`src/rtl/core_pkg.sv`:
```
// core_pkg: shared front-end types.
//   FETCH_WIDTH  instructions per fetch packet
//   INST_WIDTH   bits per instruction
//   PC_WIDTH     packet PC width
//   fetch_pkt_t  {pc, inst4x, imask}; also used by the decode and rename stages
package core_pkg;

    localparam int FETCH_WIDTH = 4;
    localparam int INST_WIDTH  = 32;
    localparam int PC_WIDTH    = 32;

    typedef struct packed {
        logic [PC_WIDTH-1:0]               pc;
        logic [INST_WIDTH*FETCH_WIDTH-1:0] inst4x;
        logic [FETCH_WIDTH-1:0]            imask;
    } fetch_pkt_t;

endpackage

```
`src/rtl/fetch_buffer_if.sv`:
```
// fetch_buffer_if: fetch-side push port, decode-side pop port and flush.
//   slave  modport: the buffer (takes i_*, drives o_*)
//   master modport: fetch/decode environment (drives i_*, takes o_*)
interface fetch_buffer_if #(
    parameter int ADDR_WIDTH  = 32,
    parameter int FETCH_WIDTH = 4,
    parameter int CNT_WIDTH   = 4
);
    logic                      i_flush;
    logic                      i_valid;
    logic [ADDR_WIDTH-1:0]     i_pc;
    logic [32*FETCH_WIDTH-1:0] i_inst4x;
    logic [FETCH_WIDTH-1:0]    i_imask;
    logic                      o_ready;
    logic                      o_valid;
    logic [ADDR_WIDTH-1:0]     o_pc;
    logic [32*FETCH_WIDTH-1:0] o_inst4x;
    logic [FETCH_WIDTH-1:0]    o_imask;
    logic                      i_ready;
    logic [CNT_WIDTH-1:0]      o_count;

    modport slave (
        input  i_flush, i_valid, i_pc, i_inst4x, i_imask, i_ready,
        output o_ready, o_valid, o_pc, o_inst4x, o_imask, o_count
    );

    modport master (
        output i_flush, i_valid, i_pc, i_inst4x, i_imask, i_ready,
        input  o_ready, o_valid, o_pc, o_inst4x, o_imask, o_count
    );
endinterface

```
`src/rtl/fifo_ptr.sv`:
```
// fifo_ptr: wrap-bit FIFO pointer (index bits plus one wrap MSB).
//   i_clk, i_rst_n  clock, async active-low reset (pointer -> 0)
//   i_load, i_val   load i_val (takes priority over increment)
//   i_inc           advance by one, wrapping modulo 2**W
//   o_ptr           current pointer
module fifo_ptr #(
    parameter int W = 4
) (
    input  logic         i_clk,
    input  logic         i_rst_n,
    input  logic         i_inc,
    input  logic         i_load,
    input  logic [W-1:0] i_val,
    output logic [W-1:0] o_ptr
);
    always_ff @(posedge i_clk or negedge i_rst_n) begin
        if (!i_rst_n) begin
            o_ptr <= '0;
        end else if (i_load) begin
            o_ptr <= i_val;
        end else if (i_inc) begin
            o_ptr <= o_ptr + W'(1);
        end
    end
endmodule

```
`src/rtl/fetch_buffer.sv`:
```
// fetch_buffer: packet FIFO between the I-cache fetch register and 4-wide decode.
//   i_clk, i_rst_n  clock, async active-low reset
//   bus (slave)     push: i_valid/i_pc/i_inst4x/i_imask, o_ready
//                   pop:  o_valid/o_pc/o_inst4x/o_imask, i_ready
//                   i_flush discards everything, o_count = occupancy
// Outputs are first-word-fall-through and read as zero while empty.
// Optional macro FETCH_BUFFER_BYPASS_EN: an incoming packet is forwarded
// combinationally when the buffer is empty (zero-cycle latency).
module fetch_buffer #(
    parameter int DEPTH       = 8,
    parameter int ADDR_WIDTH  = 32,
    parameter int FETCH_WIDTH = 4
) (
    input  logic           i_clk,
    input  logic           i_rst_n,
    fetch_buffer_if.slave  bus
);
    import core_pkg::*;

    localparam int AW = $clog2(DEPTH);
    localparam int PW = AW + 1;

    fetch_pkt_t    mem [DEPTH];
    fetch_pkt_t    head;
    logic [PW-1:0] wptr;
    logic [PW-1:0] rptr;
    logic [PW-1:0] count;
    logic          full;
    logic          empty;
    logic          has_pkt;
    logic          bypass;
    logic          push;
    logic          pop;

    assign full    = (wptr[AW-1:0] == rptr[AW-1:0]) && (wptr[AW] != rptr[AW]);
    assign empty   = (wptr == rptr);
    assign has_pkt = bus.i_valid && (|bus.i_imask) && !bus.i_flush;

`ifdef FETCH_BUFFER_BYPASS_EN
    assign bypass = empty && has_pkt;
`else
    assign bypass = 1'b0;
`endif

    // A bypassed packet that decode takes immediately never enters storage.
    assign push = has_pkt && !full && !(bypass && bus.i_ready);
    assign pop  = !empty && bus.i_ready && !bus.i_flush;

    fifo_ptr #(.W(PW)) u_wptr (
        .i_clk   (i_clk),
        .i_rst_n (i_rst_n),
        .i_inc   (push),
        .i_load  (1'b0),
        .i_val   (wptr),
        .o_ptr   (wptr)
    );

    // Flush collapses the queue by pulling the read pointer up to the write pointer.
    fifo_ptr #(.W(PW)) u_rptr (
        .i_clk   (i_clk),
        .i_rst_n (i_rst_n),
        .i_inc   (pop),
        .i_load  (bus.i_flush),
        .i_val   (wptr),
        .o_ptr   (rptr)
    );

    always_ff @(posedge i_clk or negedge i_rst_n) begin
        if (!i_rst_n) begin
            count <= '0;
        end else if (bus.i_flush) begin
            count <= '0;
        end else begin
            count <= count + PW'(push) - PW'(pop);
        end
    end

    always_ff @(posedge i_clk) begin
        if (push) begin
            mem[wptr[AW-1:0]] <= '{pc: bus.i_pc, inst4x: bus.i_inst4x, imask: bus.i_imask};
        end
    end

    always_comb begin
        head = '0;
        if (bypass) begin
            head = '{pc: bus.i_pc, inst4x: bus.i_inst4x, imask: bus.i_imask};
        end else if (!empty) begin
            head = mem[rptr[AW-1:0]];
        end
    end

    assign bus.o_ready  = !full;
    assign bus.o_valid  = !empty || bypass;
    assign bus.o_pc     = head.pc;
    assign bus.o_inst4x = head.inst4x;
    assign bus.o_imask  = head.imask;
    assign bus.o_count  = count;
endmodule

```
`src/flat_wrapper.sv`:
```
// flat-port wrapper written by rule: the top's interface ports become plain ports
module fetch_buffer_flat import core_pkg::*;
#(
    parameter int DEPTH       = 8,
    parameter int ADDR_WIDTH  = 32,
    parameter int FETCH_WIDTH = 4
)
  (i_clk, i_rst_n, bus_i_flush, bus_i_valid, bus_i_pc, bus_i_inst4x, bus_i_imask, bus_i_ready, bus_o_ready, bus_o_valid, bus_o_pc, bus_o_inst4x, bus_o_imask, bus_o_count);
  fetch_buffer_if #(.ADDR_WIDTH(ADDR_WIDTH), .FETCH_WIDTH(FETCH_WIDTH), .CNT_WIDTH(4)) bus_i ();
  input  logic i_clk;
  input  logic i_rst_n;
  input wire logic [$bits(bus_i.i_flush)-1:0] bus_i_flush;
  input wire logic [$bits(bus_i.i_valid)-1:0] bus_i_valid;
  input wire logic [$bits(bus_i.i_pc)-1:0] bus_i_pc;
  input wire logic [$bits(bus_i.i_inst4x)-1:0] bus_i_inst4x;
  input wire logic [$bits(bus_i.i_imask)-1:0] bus_i_imask;
  input wire logic [$bits(bus_i.i_ready)-1:0] bus_i_ready;
  output wire logic [$bits(bus_i.o_ready)-1:0] bus_o_ready;
  output wire logic [$bits(bus_i.o_valid)-1:0] bus_o_valid;
  output wire logic [$bits(bus_i.o_pc)-1:0] bus_o_pc;
  output wire logic [$bits(bus_i.o_inst4x)-1:0] bus_o_inst4x;
  output wire logic [$bits(bus_i.o_imask)-1:0] bus_o_imask;
  output wire logic [$bits(bus_i.o_count)-1:0] bus_o_count;
  assign bus_i.i_flush = bus_i_flush;
  assign bus_i.i_valid = bus_i_valid;
  assign bus_i.i_pc = bus_i_pc;
  assign bus_i.i_inst4x = bus_i_inst4x;
  assign bus_i.i_imask = bus_i_imask;
  assign bus_i.i_ready = bus_i_ready;
  assign bus_o_ready = bus_i.o_ready;
  assign bus_o_valid = bus_i.o_valid;
  assign bus_o_pc = bus_i.o_pc;
  assign bus_o_inst4x = bus_i.o_inst4x;
  assign bus_o_imask = bus_i.o_imask;
  assign bus_o_count = bus_i.o_count;
  fetch_buffer #(.DEPTH(DEPTH), .ADDR_WIDTH(ADDR_WIDTH), .FETCH_WIDTH(FETCH_WIDTH)) u_core (.i_clk(i_clk), .i_rst_n(i_rst_n), .bus(bus_i));
endmodule
```
`config.mk`:
```
export PLATFORM = sky130hd
export DESIGN_NAME = fetch_buffer_flat
export DESIGN_NICKNAME = d
export VERILOG_FILES = /design/src/rtl/core_pkg.sv /design/src/rtl/fetch_buffer_if.sv /design/src/rtl/fifo_ptr.sv /design/src/rtl/fetch_buffer.sv /design/src/flat_wrapper.sv
export SDC_FILE = /design/constraint.sdc
export NUM_CORES = 1
export LEC_CHECK = 0
export CAP_MARGIN = 20
export CORE_MARGIN = 2
export CORE_UTILIZATION = 55
export CTS_CLUSTER_DIAMETER = 80
export DETAILED_ROUTE_END_ITERATION = 12
export DONT_BUFFER_PORTS = 1
export GPL_ROUTABILITY_DRIVEN = 0
export PLACE_DENSITY = 0.73
export SETUP_SLACK_MARGIN = 0.3
export SYNTH_ARGS = -nofsm -noshare
export SYNTH_HDL_FRONTEND = slang
export SYNTH_SLANG_ARGS = --single-unit
```
`constraint.sdc`:
```
create_clock -name i_clk -period 19.62 [get_ports i_clk]
set_input_delay 3.924 -clock i_clk [delete_from_list [all_inputs] [get_ports i_clk]]
set_output_delay 3.924 -clock i_clk [all_outputs]
set_load 0.01 [all_outputs]
```
Word level (Yosys, flattened, before mapping)
Memories as Yosys holds them, arrays and structs flattened.
Index checks and enable logic that the tools add are counted.
{"block": "totals", "regBits": 12, "mem_bits_rw": 1312, "inputBits": 169, "output_inout_bits": 170, "word_cells": 28, "mem_count": 1}
{"name": "u_core.mem", "depth": 8, "word_bits": 164, "read_ports": 1, "rd_clocked_by_memory_dff": 0, "write_ports": 1, "line_no": "fetch_buffer.sv:23", "source": "fetch_pkt_t mem [DEPTH];"}
{"block": "op_classes", "add_sub_neg": 4, "eq_ne": 3, "mux": 6, "n_reduce_logical": 11}
{"cell": "164-bit 2-to-1 mux", "n": 1}
{"cell": "4-bit 2-to-1 mux", "n": 3}
{"cell": "4-bit by 1-bit adder with 4-bit output, second input constant", "n": 2}
{"cell": "1-bit logical AND", "n": 6}
{"cell": "4-bit by 1-bit adder with 4-bit output", "n": 1}
{"cell": "4-bit == test", "n": 1}
{"cell": "4-bit OR reduction", "n": 1}
{"cell": "4-bit by 1-bit subtractor with 4-bit output", "n": 1}
{"cell": "3-bit == test", "n": 1}
{"cell": "1-bit zero test", "n": 3}
{"cell": "1-bit 2-to-1 mux", "n": 2}
{"cell": "2-bit nonzero test", "n": 1}
{"cell": "1-bit inequality test", "n": 1}

Depth between registers and ports, before layout
Gate-level depths: netlist of the first run.
{"block": "depth", "ltp_word": 7, "ltp_mapped": 12}

Cells and area by module
A second synthesis of the first run with hierarchy kept.
{"block": "unflattened", "cells_unflattened": 2714, "hier_area_um2": 51139.0}
{"mod": "fetch_buffer", "instances": 1, "cells_each": 2678, "area_per_inst_um2": 50733.7, "seq_area_each_um2": 39497.9}
{"mod": "fifo_ptr", "instances": 2, "cells_each": 18, "area_per_inst_um2": 202.7, "seq_area_each_um2": 100.1}

Least setup slack after synthesis of the first run
OpenSTA, ideal clock, no wires.
{"block": "synth_path", "path_type": "input -> register", "from": "input bus_i_valid", "to": "memory u_core.mem[1][0] (netlist bit) (enable)", "arrival_ns": 19.789, "required_ns": 18.530, "path_slack_ns": -1.260, "stages": 3, "path_cell_list": "nor2b_1 -> nand3_4 -> nor4_1"}
{"block": "synth_between", "elab_chain_cells": 5}
{"element": "start, declared", "line_no": "flat_wrapper.sv:13", "source": "input wire logic [$bits(bus_i.i_valid)-1:0] bus_i_valid;"}
{"element": "1-bit logical AND (2 in a row)", "line_no": "fetch_buffer.sv:37", "source": "assign has_pkt = bus.i_valid && (|bus.i_imask) && !bus.i_flush;"}
{"element": "1-bit logical AND", "line_no": "fetch_buffer.sv:46", "source": "assign push = has_pkt && !full && !(bypass && bus.i_ready);"}
{"element": "1-bit 2-to-1 mux", "line_no": "fetch_buffer.sv:79", "source": "if (push) begin"}
{"element": "1-bit 2-to-1 mux (implied by the code)", "line_no": "fetch_buffer.sv:80", "source": "mem[wptr[AW-1:0]] <= '{pc: bus.i_pc, inst4x: bus.i_inst4x, imask: bus.i_imask};"}
{"element": "end, declared", "line_no": "fetch_buffer.sv:23"}
Every way passes these cells.

Worst setup path in the final report of the first run
{"block": "layout_path", "from": "register u_core.u_rptr.o_ptr[0]", "to": "output bus_o_inst4x[12]"}
{"block": "layout_between", "elab_chain_cells": 2}
{"element": "start, declared", "line_no": "fifo_ptr.sv:14", "source": "output logic [W-1:0] o_ptr"}
{"element": "start signal, assigned", "line_no": "fifo_ptr.sv:20", "source": "o_ptr <= i_val;"}
{"element": "start signal, assigned", "line_no": "fifo_ptr.sv:22", "source": "o_ptr <= o_ptr + W'(1);"}
{"element": "memory read 8 x 164 bit or 4-bit == test (tied branches)"}
{"element": "164-bit 2-to-1 mux *", "line_no": "fetch_buffer.sv:88", "source": "end else if (!empty) begin"}
{"element": "end, declared", "line_no": "flat_wrapper.sv:21", "source": "output wire logic [$bits(bus_i.o_inst4x)-1:0] bus_o_inst4x;"}
Every way passes the cells marked *; elsewhere a longest branch is shown, timed or not.

==> out/qor.csv, run 1 <==
metric,value,unit
outcome,"finished, final reports clean",
# DRC,0,
Routed Antenna Nets,0,
worst-margin pin slew,1.40,ns
number of cells after detailed placement,3286,
clk sinks,1324,
hold path startpoint,u_core.u_wptr.o_ptr[3]$_DFFE_PN0P_,
IO Pins,339,
Seq cells post-synth,1324,
CTS H-tree lvls,4,
vias in the first global route,23212,
Die Y,307,um
final setup violating endpoints,0,
fin. max-slew vios,0,
R2R Setup Slk,15.36,ns
Pleak,0.0178,uW
Tmin final,8.06,ns
"Req. time, crit path",15.70,ns
WL final,99.9,mm
mapped cell area,0.0505,mm^2
Post-Synthesis Cells,2171,
drt initial violations,1952,
Area growth syn-to-layout,11.5,%
final core utilization,61.7,%
Syn Nets,2347,
hold slack,0.648,ns
CP Class,flip-flop to output port,
CTS Buf Count,133,
Final #Nets,2411,
DPL Wire Length,53.9,mm
DR WL/cell,28.3,um
# diodes,0,
# port buffers,0,
post-CTS setup buffers,0,
critical path arrival,4.13,ns
Hold Fails Final Rpt,0,
Fin Setup TNS,0,ns
sequential share of the synthesized area,78.6,%
root buffer selected by CTS,clkbuf_16,
via count,21843,
max frequency,0.124,GHz
"commonest non-fill, non-tap cell in the layout",edfxtp_1,
largest net degree at the start of global routing,175,
syn_area_per_cell,23.2,um^2
post_cts resized,0,
RR Endpoint,u_core.mem[6][147]$_DFFE_PP_,
Slew headroom,6.71,%
clk slew on worst S/H paths,0.06,ns
core area,0.0912,mm^2
Pwr Density,145,mW/mm^2
CTS Hold Buffers Added,0,
TritonCTS clock tree,yes,
RSZ-0062 raised after global routing,false,
Pre-Repair DR Iteration Count,5,
die area,0.0942,mm^2
crit share post-route,41.1,%
Final Skew,0.0253,ns
Non-Filler Instances,3527,
layout cells sized above 1,24.9,%
initial antenna violation count,1,
r2r worst-path depth,7,
Hold Crit Endpoint,u_core.u_wptr.o_ptr[3]$_DFFE_PN0P_,
Yosys warning count,0,
worst vdd ir,0.000125,V
Hold Path Cell Cnt,2,
initial cell density of the core,55.3,%
Clock Latency Late Sink,0.74,ns
CP Max Fanout,128,
grt total ovfl,0,
die boundary width,307,um
critical path capture point type,output port,
reg-to-reg startpoint,u_core.u_rptr.o_ptr[2]$_DFFE_PN0P_,
Hold Path Class,flip-flop to flip-flop,
Synth cell types,40,
global-route wire length before repair,149,mm
Fill cells,5969,
most frequent cells in the layout,"1,312 x edfxtp_1, 328 x mux4_2, 167 x nor2_1",
total track usage,21.6,%
maxcap violations,0,
CTS Buffer Depth,3,
Pwr Total,8170,uW
Critical Path Start Type,flip-flop,
DR vias/cell,6.19,
Site Rows,111,
-- report_power, final --
part / internal [uW] / switching (uW) / total [uW]
clock: 1500 / 1040 / 2540
sequential: 3350 / 122 / 3470
combinational: 900 / 1260 / 2160
-- routing by layer --
metal	GRT usage, %	up-vias	wire length (um)
li1	-	9219	-
met1	28.2	11796	39300
met2	36.1	699	51200
met3	6.31	127	7620
met4	5.57	2	1720
met5	0	-	8
-- state kept, by name, indices dropped and copies added, names as in the netlist --
register	count
u_core.mem	1312
u_core.bus.o_count	4
u_core.u_rptr.o_ptr	4
u_core.u_wptr.o_ptr	4
-- cells by family after synthesis --
| family | after synthesis | share of synthesized area, % |
|---|---|---|
| AOI/OAI and AO/OA | 11 | 0.156 |
| xor gates and xnor gates | 12 | 0.253 |
| adders and majority gates | 7 | 0.188 |
| buffers and inverters | 126 | 1.16 |
| DFF | 1324 | 78.6 |
| muxes | 493 | 17.9 |
| and+or+nand+nor | 198 | 1.68 |
-- per-stage QoR --
step	setup WS (ns)	cell area (um^2)
2_1_floorplan	-1.26	50500
6_report	11.56	56300
3_3_place_gp	12.08	51800
5_1_grt	11.13	56300
4_1_cts	11.28	56300
3_5_place_dp	12.08	51900
-- cells in the mapped netlist --
master,n,area (um^2)
nor3_1,3,15.0
xnor2_1,5,43.8
clkbuf_1,23,86.3
buf_1,28,105
xor2_1,4,35.0
nand4_1,1,6.26
a21oi_1,2,10.0
mux4_2,328,7390
nand2_1,4,15.0
and4_1,1,8.76
nand3_4,1,17.5
o21ba_2,1,10.0
and3_1,1,6.26
a211o_1,1,8.76
ha_1,6,75.1
nor3b_1,1,7.51
o41ai_1,2,17.5
buf_2,53,265
dfrtp_1,12,300
or4_1,1,7.51
nor4_4,1,21.3
nor2b_1,4,25.0
nor4bb_1,1,10.0
inv_1,10,37.5
clkbuf_2,1,5.00
edfxtp_1,1312,39400
a21o_1,1,7.51
xor2_2,3,48.8
o21ai_0,3,15.0
fa_1,1,20.0
buf_6,1,11.3
mux2i_1,164,1640
or4_4,1,11.3
a221o_1,1,10.0
nor2_1,167,627
and2_1,1,6.26
buf_4,10,75.1
mux2_4,1,15.0
nor4_1,9,56.3
nand3_1,1,5.00
-- critical path: stages, from the launching register on --
cell     delay (ns)
dfrtp_4        0.88
buf_12         0.67
buf_4          0.67
mux4_2         0.59
mux2i_1        0.29
nor2_1         0.13
-- worst max path at each step --
stage                                                   from                          to  slack (ns)  cells past startpoint
final                     u_core.u_rptr.o_ptr[0]$_DFFE_PN0P_            bus_o_inst4x[12]       11.56                      5
after global routing      u_core.u_rptr.o_ptr[0]$_DFFE_PN0P_           bus_o_inst4x[126]       11.13                      5
after CTS                 u_core.u_rptr.o_ptr[0]$_DFFE_PN0P_           bus_o_inst4x[126]       11.28                      5
after detailed placement  u_core.u_rptr.o_ptr[0]$_DFFE_PN0P_           bus_o_inst4x[126]       12.08                      5
after global placement    u_core.u_rptr.o_ptr[0]$_DFFE_PN0P_            bus_o_inst4x[12]       12.08                      5
after floorplan                                  bus_i_valid  u_core.mem[1][0]$_DFFE_PP_       -1.26                      3
-- cell type report --
class | count | area, um^2 | share of cell area, %
Clock buffer | 165 | 3620 | 6.43
Clock inverter | 76 | 805 | 1.43
Inverter | 10 | 37.5 | 0.0667
Multi-Input combinational cell | 721 | 10200 | 18.2
Sequential cell | 1324 | 39700 | 70.5
Tap cell | 1186 | 1480 | 2.64
Timing Repair Buffer | 45 | 395 | 0.702
Note: power is estimated with default switching activity, not from simulation.
==> inputs of run 2 (changes only) <==
Settings changed: PLACE_DENSITY 0.73 to 0.76.
Clock period 19.62 ns to 7.2 ns, I/O delays scaled along.
==> out/qor.csv, run 2 (synthesis results as in run 1) <==
metric,value,unit
IO Pins,339,
post_cts resized,0,
crit-path max cell delay,1.08,ns
worst path bufs/invs,1,
dpl ws,2.80,ns
M1 GR Usage,28.3,%
final core utilization,61.7,%
vias in the first global route,23135,
post-CTS setup buffers,0,
Hold Fails Final Rpt,0,
TritonCTS clock tree,yes,
final setup violating endpoints,0,
# diodes,0,
"commonest non-fill, non-tap cell in the layout",edfxtp_1,
Final Skew,0.0283,ns
Hold Path Class,input pin to async pin,
grt total ovfl,0,
core area,0.0912,mm^2
"Req. time, crit path",5.76,ns
crit share post-route,71.4,%
initial cell density of the core,55.3,%
layout cells sized above 1,24.2,%
root buffer selected by CTS,clkbuf_16,
Final #Nets,2400,
slowest cell on the critical path,dfrtp_4,
CTS H-tree lvls,4,
maxcap violations,0,
drt initial violations,1991,
largest net degree at the start of global routing,133,
CTS Buf Count,134,
RSZ-0062 raised after global routing,false,
Fill cells,6003,
Die Y,307,um
# port buffers,0,
WL final,101,mm
max reg flops,1312,
worst vdd ir,0.000329,V
DPL Wire Length,51.7,mm
final worst slack,2.06,ns
Pwr Density,395,mW/mm^2
CP Class,flip-flop to output port,
Site Rows,111,
critical path arrival,3.70,ns
Fin Setup TNS,0,ns
DR WL/cell,28.8,um
multi-input gate area in the final layout,0.0103,mm^2
CP Cell Sequence,buf_4 -> mux4_2 -> mux2i_1 -> nor2_1,
outcome,"finished, final reports clean",
Tmin final,5.14,ns
worst-margin pin slew,1.14,ns
Pre-Repair DR Iteration Count,5,
clk sinks,1324,
Critical Path Start Type,flip-flop,
Top Usage Layer GRT,met2,
Routed Antenna Nets,0,
fin. max-slew vios,0,
DR vias/cell,6.24,
most frequent cells in the layout,"1,312 x edfxtp_1, 328 x mux4_2, 167 x nor2_1",
grt met3 use,6.45,%
FF+latch area,0.0397,mm^2
# DRC,0,
initial antenna violation count,0,
clk slew on worst S/H paths,0.06,ns
global-route wire length before repair,149,mm
total track usage,21.8,%
Clock Latency Late Sink,0.74,ns
critical path capture point type,output port,
Slew headroom,23.8,%
Area growth syn-to-layout,11.5,%
max frequency,0.194,GHz
die area,0.0942,mm^2
Worst path top cell family by delay,flip-flops,
CTS Hold Buffers Added,0,
die boundary width,307,um
Pleak,0.0177,uW
CP Max Fanout,70,
CTS Buffer Depth,3,
global-route met2 utilization,35.8,%
via count,21899,
-- run 2: through the flow --
stage | cells | hold slack [ns] | total power [uW] | cell area, um^2
after floorplan | 2171 | 0.579 | 14300 | 50600
after global placement | 3274 | 0.599 | 15600 | 52000
after detailed placement | 3274 | 0.632 | 15700 | 52000
after CTS | 3512 | 0.345 | 22500 | 56300
after global routing | 3512 | 0.355 | 23100 | 56300
final | 3512 | 0.401 | 22200 | 56300
-- run 2: final timing paths --
check                                              startpoint                            endpoint  slack [ns]  cells past startpoint
max in group asynchronous                             i_rst_n  u_core.u_rptr.o_ptr[1]$_DFFE_PN0P_        6.69                      0
min in group i_clk         u_core.u_wptr.o_ptr[3]$_DFFE_PN0P_  u_core.u_wptr.o_ptr[3]$_DFFE_PN0P_        0.66                      2
min                                                   i_rst_n     u_core.bus.o_count[0]$_DFF_PN0_        0.40                      0
max                        u_core.u_rptr.o_ptr[1]$_DFFE_PN0P_                        bus_o_pc[19]        2.06                      4
max reg2reg                u_core.u_rptr.o_ptr[1]$_DFFE_PN0P_          u_core.mem[6][0]$_DFFE_PP_        3.24                      6
min reg2reg                u_core.u_wptr.o_ptr[3]$_DFFE_PN0P_  u_core.u_wptr.o_ptr[3]$_DFFE_PN0P_        0.66                      2
-- run 2: power by group --
group | leakage (uW) | internal, uW | switching [uW] | total [uW]
logic | 0.00362 | 2460 | 3480 | 5940
registers | 0.0120 | 9120 | 388 | 9500
clock network | 0.00208 | 3970 | 2820 | 6790
-- run 2: per-layer routing --
layer	wire length [um]	vias up
met5	0	-
met4	2260	0
met3	8590	161
met2	50900	882
met1	39400	11678
li1	-	9178
-- run 2: final cells by class --
cell class,instances,area share (%)
clock buffers,166,6.23
clock inverters,72,1.39
inverters,10,0.0667
multi-input cells,721,18.3
flip-flops and latches,1324,70.6
well taps,1186,2.64
repair buffers,33,0.774
-- run 2: worst reg2reg max path, stage by stage, from the launching register on --
cell	delay (ns)
dfrtp_4	1.08
xor2_2	0.39
or4_4	0.29
nand3_4	0.26
nor4_4	0.37
buf_4	0.74
buf_4	0.49
